[src/rtl/regfile_write_port.sv]
// Merges pipeline writebacks and queued MDU results onto one register-file write port.
// Latency: pipeline write appears on A3/WD3/WE3 at the sampling edge; an MDU result pops one edge after enqueue when the port is idle.
// Backpressure: pipeline writes always win and cannot stall; MDU is held off via mdu_ready (= !full).
module regfile_write_port #(
  parameter int DEPTH  = 4,
  parameter int ADDR_W = 5,
  parameter int DATA_W = 32
) (
  input  logic                       CLK,
  input  logic                       RESET,
  input  logic                       wb_valid,
  input  logic [ADDR_W-1:0]          wb_addr,
  input  logic [DATA_W-1:0]          wb_data,
  input  logic                       mdu_valid,
  output logic                       mdu_ready,
  input  logic [ADDR_W-1:0]          mdu_addr,
  input  logic [DATA_W-1:0]          mdu_data,
  output logic [ADDR_W-1:0]          A3,
  output logic [DATA_W-1:0]          WD3,
  output logic                       WE3,
  input  logic [ADDR_W-1:0]          fwd_addr,
  output logic                       fwd_hit,
  output logic [DATA_W-1:0]          fwd_data,
  output logic [$clog2(DEPTH):0]     q_count
);

  localparam int IW = $clog2(DEPTH);
  localparam int PW = IW + 1;

  logic [ADDR_W-1:0] ent_addr_q [DEPTH];
  logic [ADDR_W-1:0] ent_addr_d [DEPTH];
  logic [DATA_W-1:0] ent_data_q [DEPTH];
  logic [DATA_W-1:0] ent_data_d [DEPTH];
  logic [DEPTH-1:0]  kill_q, kill_d;
  logic [PW-1:0]     wr_ptr_q, wr_ptr_d;
  logic [PW-1:0]     rd_ptr_q, rd_ptr_d;
  logic [ADDR_W-1:0] a3_q, a3_d;
  logic [DATA_W-1:0] wd3_q, wd3_d;
  logic              we3_q, we3_d;

  logic [PW-1:0]     count;
  logic [IW-1:0]     wr_idx, rd_idx;
  logic              full, empty, wb_eff, push;

  // Occupancy and handshake qualifiers; extra pointer bit separates full from empty
  always_comb begin
    count     = wr_ptr_q - rd_ptr_q;
    wr_idx    = wr_ptr_q[IW-1:0];
    rd_idx    = rd_ptr_q[IW-1:0];
    full      = (count == PW'(DEPTH));
    empty     = (count == '0);
    mdu_ready = !full;
    wb_eff    = wb_valid && (wb_addr != '0);
    // r0 offers complete the handshake but are dropped
    push      = mdu_valid && !full && (mdu_addr != '0);
    q_count   = count;
  end

  // Next state: kill matching entries, enqueue, then arbitrate the write port
  always_comb begin
    ent_addr_d = ent_addr_q;
    ent_data_d = ent_data_q;
    kill_d     = kill_q;
    wr_ptr_d   = wr_ptr_q;
    rd_ptr_d   = rd_ptr_q;
    a3_d       = a3_q;
    wd3_d      = wd3_q;
    we3_d      = 1'b0;

    if (wb_eff) begin
      for (int i = 0; i < DEPTH; i++) begin
        if (ent_addr_q[i] == wb_addr) kill_d[i] = 1'b1;
      end
    end

    if (push) begin
      ent_addr_d[wr_idx] = mdu_addr;
      ent_data_d[wr_idx] = mdu_data;
      // a same-edge pipeline write to the same register is the newer value
      kill_d[wr_idx]     = wb_eff && (wb_addr == mdu_addr);
      wr_ptr_d           = wr_ptr_q + PW'(1);
    end

    if (wb_eff) begin
      we3_d = 1'b1;
      a3_d  = wb_addr;
      wd3_d = wb_data;
    end else if (!empty) begin
      // a killed head still uses up this cycle's pop slot
      rd_ptr_d = rd_ptr_q + PW'(1);
      if (!kill_q[rd_idx]) begin
        we3_d = 1'b1;
        a3_d  = ent_addr_q[rd_idx];
        wd3_d = ent_data_q[rd_idx];
      end
    end
  end

  // State registers with asynchronous reset
  always_ff @(posedge CLK or posedge RESET) begin
    if (RESET) begin
      for (int i = 0; i < DEPTH; i++) begin
        ent_addr_q[i] <= '0;
        ent_data_q[i] <= '0;
      end
      kill_q   <= '0;
      wr_ptr_q <= '0;
      rd_ptr_q <= '0;
      a3_q     <= '0;
      wd3_q    <= '0;
      we3_q    <= 1'b0;
    end else begin
      ent_addr_q <= ent_addr_d;
      ent_data_q <= ent_data_d;
      kill_q     <= kill_d;
      wr_ptr_q   <= wr_ptr_d;
      rd_ptr_q   <= rd_ptr_d;
      a3_q       <= a3_d;
      wd3_q      <= wd3_d;
      we3_q      <= we3_d;
    end
  end

  // Forwarding scan oldest to newest over live entries so the newest match wins
  always_comb begin
    logic [IW-1:0] idx;
    fwd_hit  = 1'b0;
    fwd_data = '0;
    for (int k = 0; k < DEPTH; k++) begin
      idx = rd_idx + IW'(k);
      if ((PW'(k) < count) && !kill_q[idx] && (fwd_addr != '0) &&
          (ent_addr_q[idx] == fwd_addr)) begin
        fwd_hit  = 1'b1;
        fwd_data = ent_data_q[idx];
      end
    end
  end

  assign A3  = a3_q;
  assign WD3 = wd3_q;
  assign WE3 = we3_q;

endmodule

[config.mk]
export PLATFORM = sky130hd
export DESIGN_NAME = regfile_write_port
export DESIGN_NICKNAME = d
export VERILOG_FILES = /design/src/rtl/regfile_write_port.sv
export SDC_FILE = /design/constraint.sdc
export NUM_CORES = 1
export LEC_CHECK = 0
export ABC_AREA = 1
export CELL_PAD_IN_SITES_DETAIL_PLACEMENT = 0
export CELL_PAD_IN_SITES_GLOBAL_PLACEMENT = 1
export CORE_AREA = 4 4 172 174
export CTS_BUF_LIST = sky130_fd_sc_hd__clkbuf_16
export CTS_CLUSTER_DIAMETER = 100
export DETAILED_ROUTE_END_ITERATION = 8
export DIE_AREA = 0 0 176 178
export DONT_BUFFER_PORTS = 1
export GPL_ROUTABILITY_DRIVEN = 0
export PLACE_DENSITY_LB_ADDON = 0.15
export SLEW_MARGIN = 40
export SYNTH_ARGS = -nofsm -noshare
export SYNTH_HDL_FRONTEND = slang
export SYNTH_SLANG_ARGS = --single-unit
[constraint.sdc]
create_clock -name CLK -period 7.05 [get_ports CLK]
set_clock_uncertainty 0.05 [all_clocks]
set_input_delay 1.0575 -clock CLK [delete_from_list [all_inputs] [get_ports CLK]]
set_output_delay 1.0575 -clock CLK [all_outputs]
set_load 0.005 [all_outputs]
Word-level counts from Yosys, hierarchy flattened. Cells that the tools add are included. Widths: inputs -> output; s select.

Bits in registers: 196. Bits in latches: 0. Memory bits (writable): 0. ROM bits: 0. Output and inout port bits: 75. Logic and storage cells: 148. Memories kept: 0.

$add $sub $neg: 6. Multiply operators: 0. Div/mod/pow operators: 0. Order comparisons: 16. Eq/ne operators: 12. Shift-type cells: 0. Mux-type cells: 64. Bitwise operators: 7. Reductions and logical operators: 29.

Operator list (number): $mux 32 (16); $bmux 32 s2 (4); $bwmux 128 (1); $demux 32 s2 (1); $mux 5 (12); $eq 5x5->1 (9); $bmux 5 s2 (4); $bwmux 20 (1); $logic_and 1x1->1 (18); $mux 1 (16); $ge 3x3->1 const B (5); $lt 2x3->1 const B (5); $not 2->3 (5); $reduce_bool 5->1 (3); $demux 5 s2 (1); $bmux 1 s2 (4); $mux 4 (2); $add 3x1->3 const B (2); $lt 1x3->1 const A (2); $lt 2x3->1 const A (2); $logic_not 1->1 (5); $add 2x2->2 const B (2); $bwmux 4 (1); $reduce_and 2->1 (2); 10 further kinds (11).

Depth between registers and ports, before layout.
Depth in word-level cells: 10. Depth in mapped cells: 18. Gate-level depth less buffers: 17.

Worst setup path before layout. Ideal clock, no wire load.

Path type: input to output. From: in fwd_addr[4]. To: out fwd_data[0]. Arrival time: 2.156 ns. Setup slack: 3.787 ns. Stages on the path: 11. Path buffers: 2. Path through: inv_1 -> nand3_1 -> o21ai_1 -> nor3b_2 -> nand3_1 -> nor2_1 -> buf_4 -> buf_2 -> nor2_1 -> nand2_1 -> nand2_1.

Cells in the longest elaborated chain, start to end: 7. Elaborated cells on any way between the ends: 17. Classes of those cells: 4 x eq/ne; 4 x mux; 9 x reduce/logical.

Ends and longest elaborated chain: start: declaration (line 21) `input logic [ADDR_W-1:0] fwd_addr,`; $reduce_bool 5->1 (line 131) `if ((PW'(k) < count) && !kill_q[idx] && (fwd_addr != '0) &&`; $logic_and 1x1->1 (2 in series) (line 131); $mux 32 (3 in series) (line 131); $mux 32 (*) (line 131); end: declaration (line 23) `output logic [DATA_W-1:0] fwd_data,`.

Mark *: on every way between the ends. The rest lies on a longest branch, timed or not.

Final worst setup path.
From: reg rd_ptr_q[0]. To: out fwd_data[3].

Cells in the longest elaborated chain, start to end: 10. Elaborated cells on any way between the ends: 68. Classes of those cells: 4 x add/sub; 4 x order compare; 4 x eq/ne; 36 x mux; 4 x bitwise; 16 x reduce/logical.

Ends and longest elaborated chain: start: declaration (line 36) `logic [PW-1:0] rd_ptr_q, rd_ptr_d;`; start signal: assignment (line 117) `rd_ptr_q <= rd_ptr_d;`; $add 2x1->2, or another cell as far along (line 130) `idx = rd_idx + IW'(k);`; $not 2->3 (not written as such), or another cell as far along (line 132, 134); $bmux 5 s2, or another cell as far along (line 132) `(ent_addr_q[idx] == fwd_addr)) begin`; $mux 5 (not written as such), or another cell as far along (2 in series) (line 132); $eq 5x5->1 or $logic_and 1x1->1 (tied branches) (line 132, 131); $logic_and 1x1->1 or $mux 32 (tied branches) (line 131); $mux 32 (2 in series) (line 131); $mux 32 (*) (line 131).

Mark *: on every way between the ends. The rest lies on a longest branch, timed or not. The select of a mux whose other input is x is not followed.

==> results.yml <==
logic_synthesis:
  synth-main-ff-cell: "dfrtp_1"
  synth_edf_count: 0
  synth_top_area_share_pct: 37.9
  syn-cell-area_um2: 13000
  netlist_instances: 1755
  yosysUniqueCellTypes: 32
  ys_async_sr_fraction_pct: 100
  avgSynthCellArea_um2: 7.38
  synthesis.nets: 1845
  yosysMostFrequentCell: "nand2_1"
  seq_area_frac_synth_pct: 37.9
  ys_ff_latch: 196
  synth_area_leader_cell: "dfrtp_1"
  synth_commonest_cells: "468 x nand2_1, 244 x o21ai_0, 196 x dfrtp_1"
  yosys_warnings: 0
  synth_area_leaders: "dfrtp_1 38%, nand2_1 14%, mux2i_1 12%, o21ai_0 9.4%, nor2_1 5.1%"
worst_setup_path:
  crit_required_ps: 5940
  rr_worst_depth: 15
  crit_cells: 12
  cp_top_family: "simple AND/OR/NAND/NOR gates"
  start_kind: "flop"
  crit_fanout: 52
  cp_slowest_cell: "dfrtp_4"
  critPathMaxStageDelay_ps: 880
  crit_arrival_ps: 4190
  worstReg2RegStart: "rd_ptr_q[0]"
  crit_chain: "ha_2, buf_4, nand3_1, nand3_1, nand2_1, nor2_4, buf_4, nand3_4, nand3_1, nand3_1, nand2_1, nand2_1"
  worstSetupEndpointType: "primary output"
  path_common_cell: "nand3_1"
  crit_buf_inv: 2
  worst-setup-path-type: "reg2out"
  crit_start: "rd_ptr_q[0]"
timing:
  fmax_mhz: 189
  finalMaxSlewViolations: 0
  fin_setup_tns_ps: 0
  rsz0062_at_grt: "false"
  setup_viol: 0
  worst_slew_pin_slew_ps: 854
  final-hold-violation-count: 0
  slew_headroom_pct: 42.5
  period_needed_ps: 5300
  timing.final.crit_share_pct: 75.1
route:
  ant_nets: 0
  route.vias.total: 11419
  routed_wirelength_um: 38800
  firstDrtPassIters: 5
  drcViolationCount: 0
  vias_per_cell: 5.56
  post_drt_wl_per_cell_um: 18.9
  first_iter_violations: 892
global_route:
  grt_max_degree: 141
  grtUsageTotal_pct: 24.9
  grt_pass1_vias: 10789
  grt_remaining_overflow: 0
  antenna_found_initial: 2
  grt_pass1_wl_um: 61800
power:
  p_per_area_nw_per_um2: 544
  ir_worst_vdd_mv: 0.295
  power_leakage_nw: 6.82
  power_mw: 7.40
floorplanning:
  boundaryPins: 158
  dieHeight_um: 178
  die_area_um2: 31300
  rows: 61
  coreArea_um2: 27800
  start_util_pct: 46.6
  dieWidth_um: 176
clocking:
  cts.sinks: 196
  numCtsBuffers: 17
  cts_tree: "yes"
  htreeDepth: 4
  hold_buffers: 0
  postCtsSetupBuffers: 0
  ctsResizeCount: 0
  cts_root_buf: "clkbuf_16"
  insertion_delay_ps: 440
  clock_path_buffers: 2
  path_clk_slew_ps: 90
cells_and_area:
  diodes: 0
  fill_cells: 2914
  fin_nets: 1755
  drive_above_1_share_pct: 4.65
  area_growth_syn_to_layout_pct: 4.95
outcome:
  status: "finished, final reports clean"
flow_run:
  maxCapViolations: 0
min_path:
  hold_class: "in2async"
placed_design:
  port_buffers: 0
  detailed_place_hpwl_um: 25100
-- layout by cell type (no fill, tap or decap), types with 2 or more instances in the layout --
| cell type | Yosys | routed |
|---|---|---|
| nor2_1 | 175 | 173 |
| mux2i_1 | 160 | 160 |
| clkbuf_16 | 0 | 17 |
| inv_2 | 5 | 3 |
| nand4_1 | 39 | 39 |
| ha_1 | 6 | 5 |
| inv_1 | 99 | 97 |
| buf_4 | 23 | 14 |
| nand3_1 | 126 | 125 |
| o21ai_1 | 21 | 21 |
| a31oi_1 | 33 | 33 |
| o21ai_0 | 244 | 244 |
| dfrtp_1 | 196 | 194 |
| inv_8 | 0 | 4 |
| nor2_4 | 3 | 5 |
| clkinv_2 | 0 | 3 |
| xor2_1 | 16 | 16 |
| clkinv_8 | 0 | 2 |
| clkinv_4 | 0 | 4 |
| inv_6 | 0 | 2 |
| nand2_2 | 1 | 6 |
| buf_16 | 0 | 2 |
| nand3_4 | 1 | 2 |
| nor3_1 | 3 | 3 |
| xnor2_1 | 19 | 19 |
| nand2_1 | 468 | 463 |
| o31ai_1 | 4 | 4 |
| buf_6 | 7 | 3 |
-- cell families (layout without fill, tap and decap cells) --
logic type,after synthesis,after routing,synth area share (%)
and+or+nand+nor,819,819,26.1
DFF,196,196,37.9
adders and majority gates,7,7,0.734
muxes,160,160,12.4
buffers and inverters,234,156,8.36
AOI/OAI and AO/OA,304,304,12.2
xor gates and xnor gates,35,35,2.37
-- registers in the layout (all words and copies together), names as in the netlist --
register	flops
rd_ptr_q	3
A3	5
ent_data_q	128
WD3	32
WE3	1
kill_q	4
wr_ptr_q	3
ent_addr_q	20
-- cell type report --
class / count / area [um2] / share of cell area, %
clock buffers: 17 / 425 / 3.13
clock inverters: 14 / 143 / 1.05
multi-input cells: 1325 / 7010 / 51.6
inverters: 104 / 408 / 3.00
flip-flops and latches: 196 / 4910 / 36.1
repair buffers: 21 / 229 / 1.68
well taps: 378 / 473 / 3.48
-- worst paths after layout --
check / end / slack [ps]
worst min-delay path: ent_addr_q[15] / 340
min in group CLK: rd_ptr_q[2] / 460
worst max register to register: kill_q[1] / 3340
worst max-delay path: fwd_data[3] / 1750
worst min register to register: rd_ptr_q[2] / 460
max in group asynchronous: ent_data_q[51] / 5780
-- stage by stage --
step / cells / area (um2) / utilization [%] / setup WS (ps) / hold slack, ps
global placement: 2020 / 12900 / 46.5 / 2040 / 436
global route: 2055 / 13600 / 48.9 / 1450 / 330
CTS: 2053 / 13500 / 48.7 / 1750 / 456
detailed placement: 2022 / 13000 / 46.7 / 2220 / 436
floorplan: 1755 / 13000 / - / 602 / 406
finish: 2055 / 13600 / 48.9 / 1750 / 335
-- power breakdown --
part / internal, mW / switching [mW] / leakage (nW)
Combinational: 1.40 / 2.85 / 4.11
Clock: 0.470 / 0.493 / 0.277
Sequential: 1.67 / 0.523 / 2.43
Total: 3.54 / 3.86 / 6.82
-- layer usage --
layer  routed length [um]  track usage (%)
met5                   27                0
met4                  707             6.92
met2                17100             38.6
met1                18100             35.8
met3                 2840             4.87
Power figures use the tool's default switching activity.
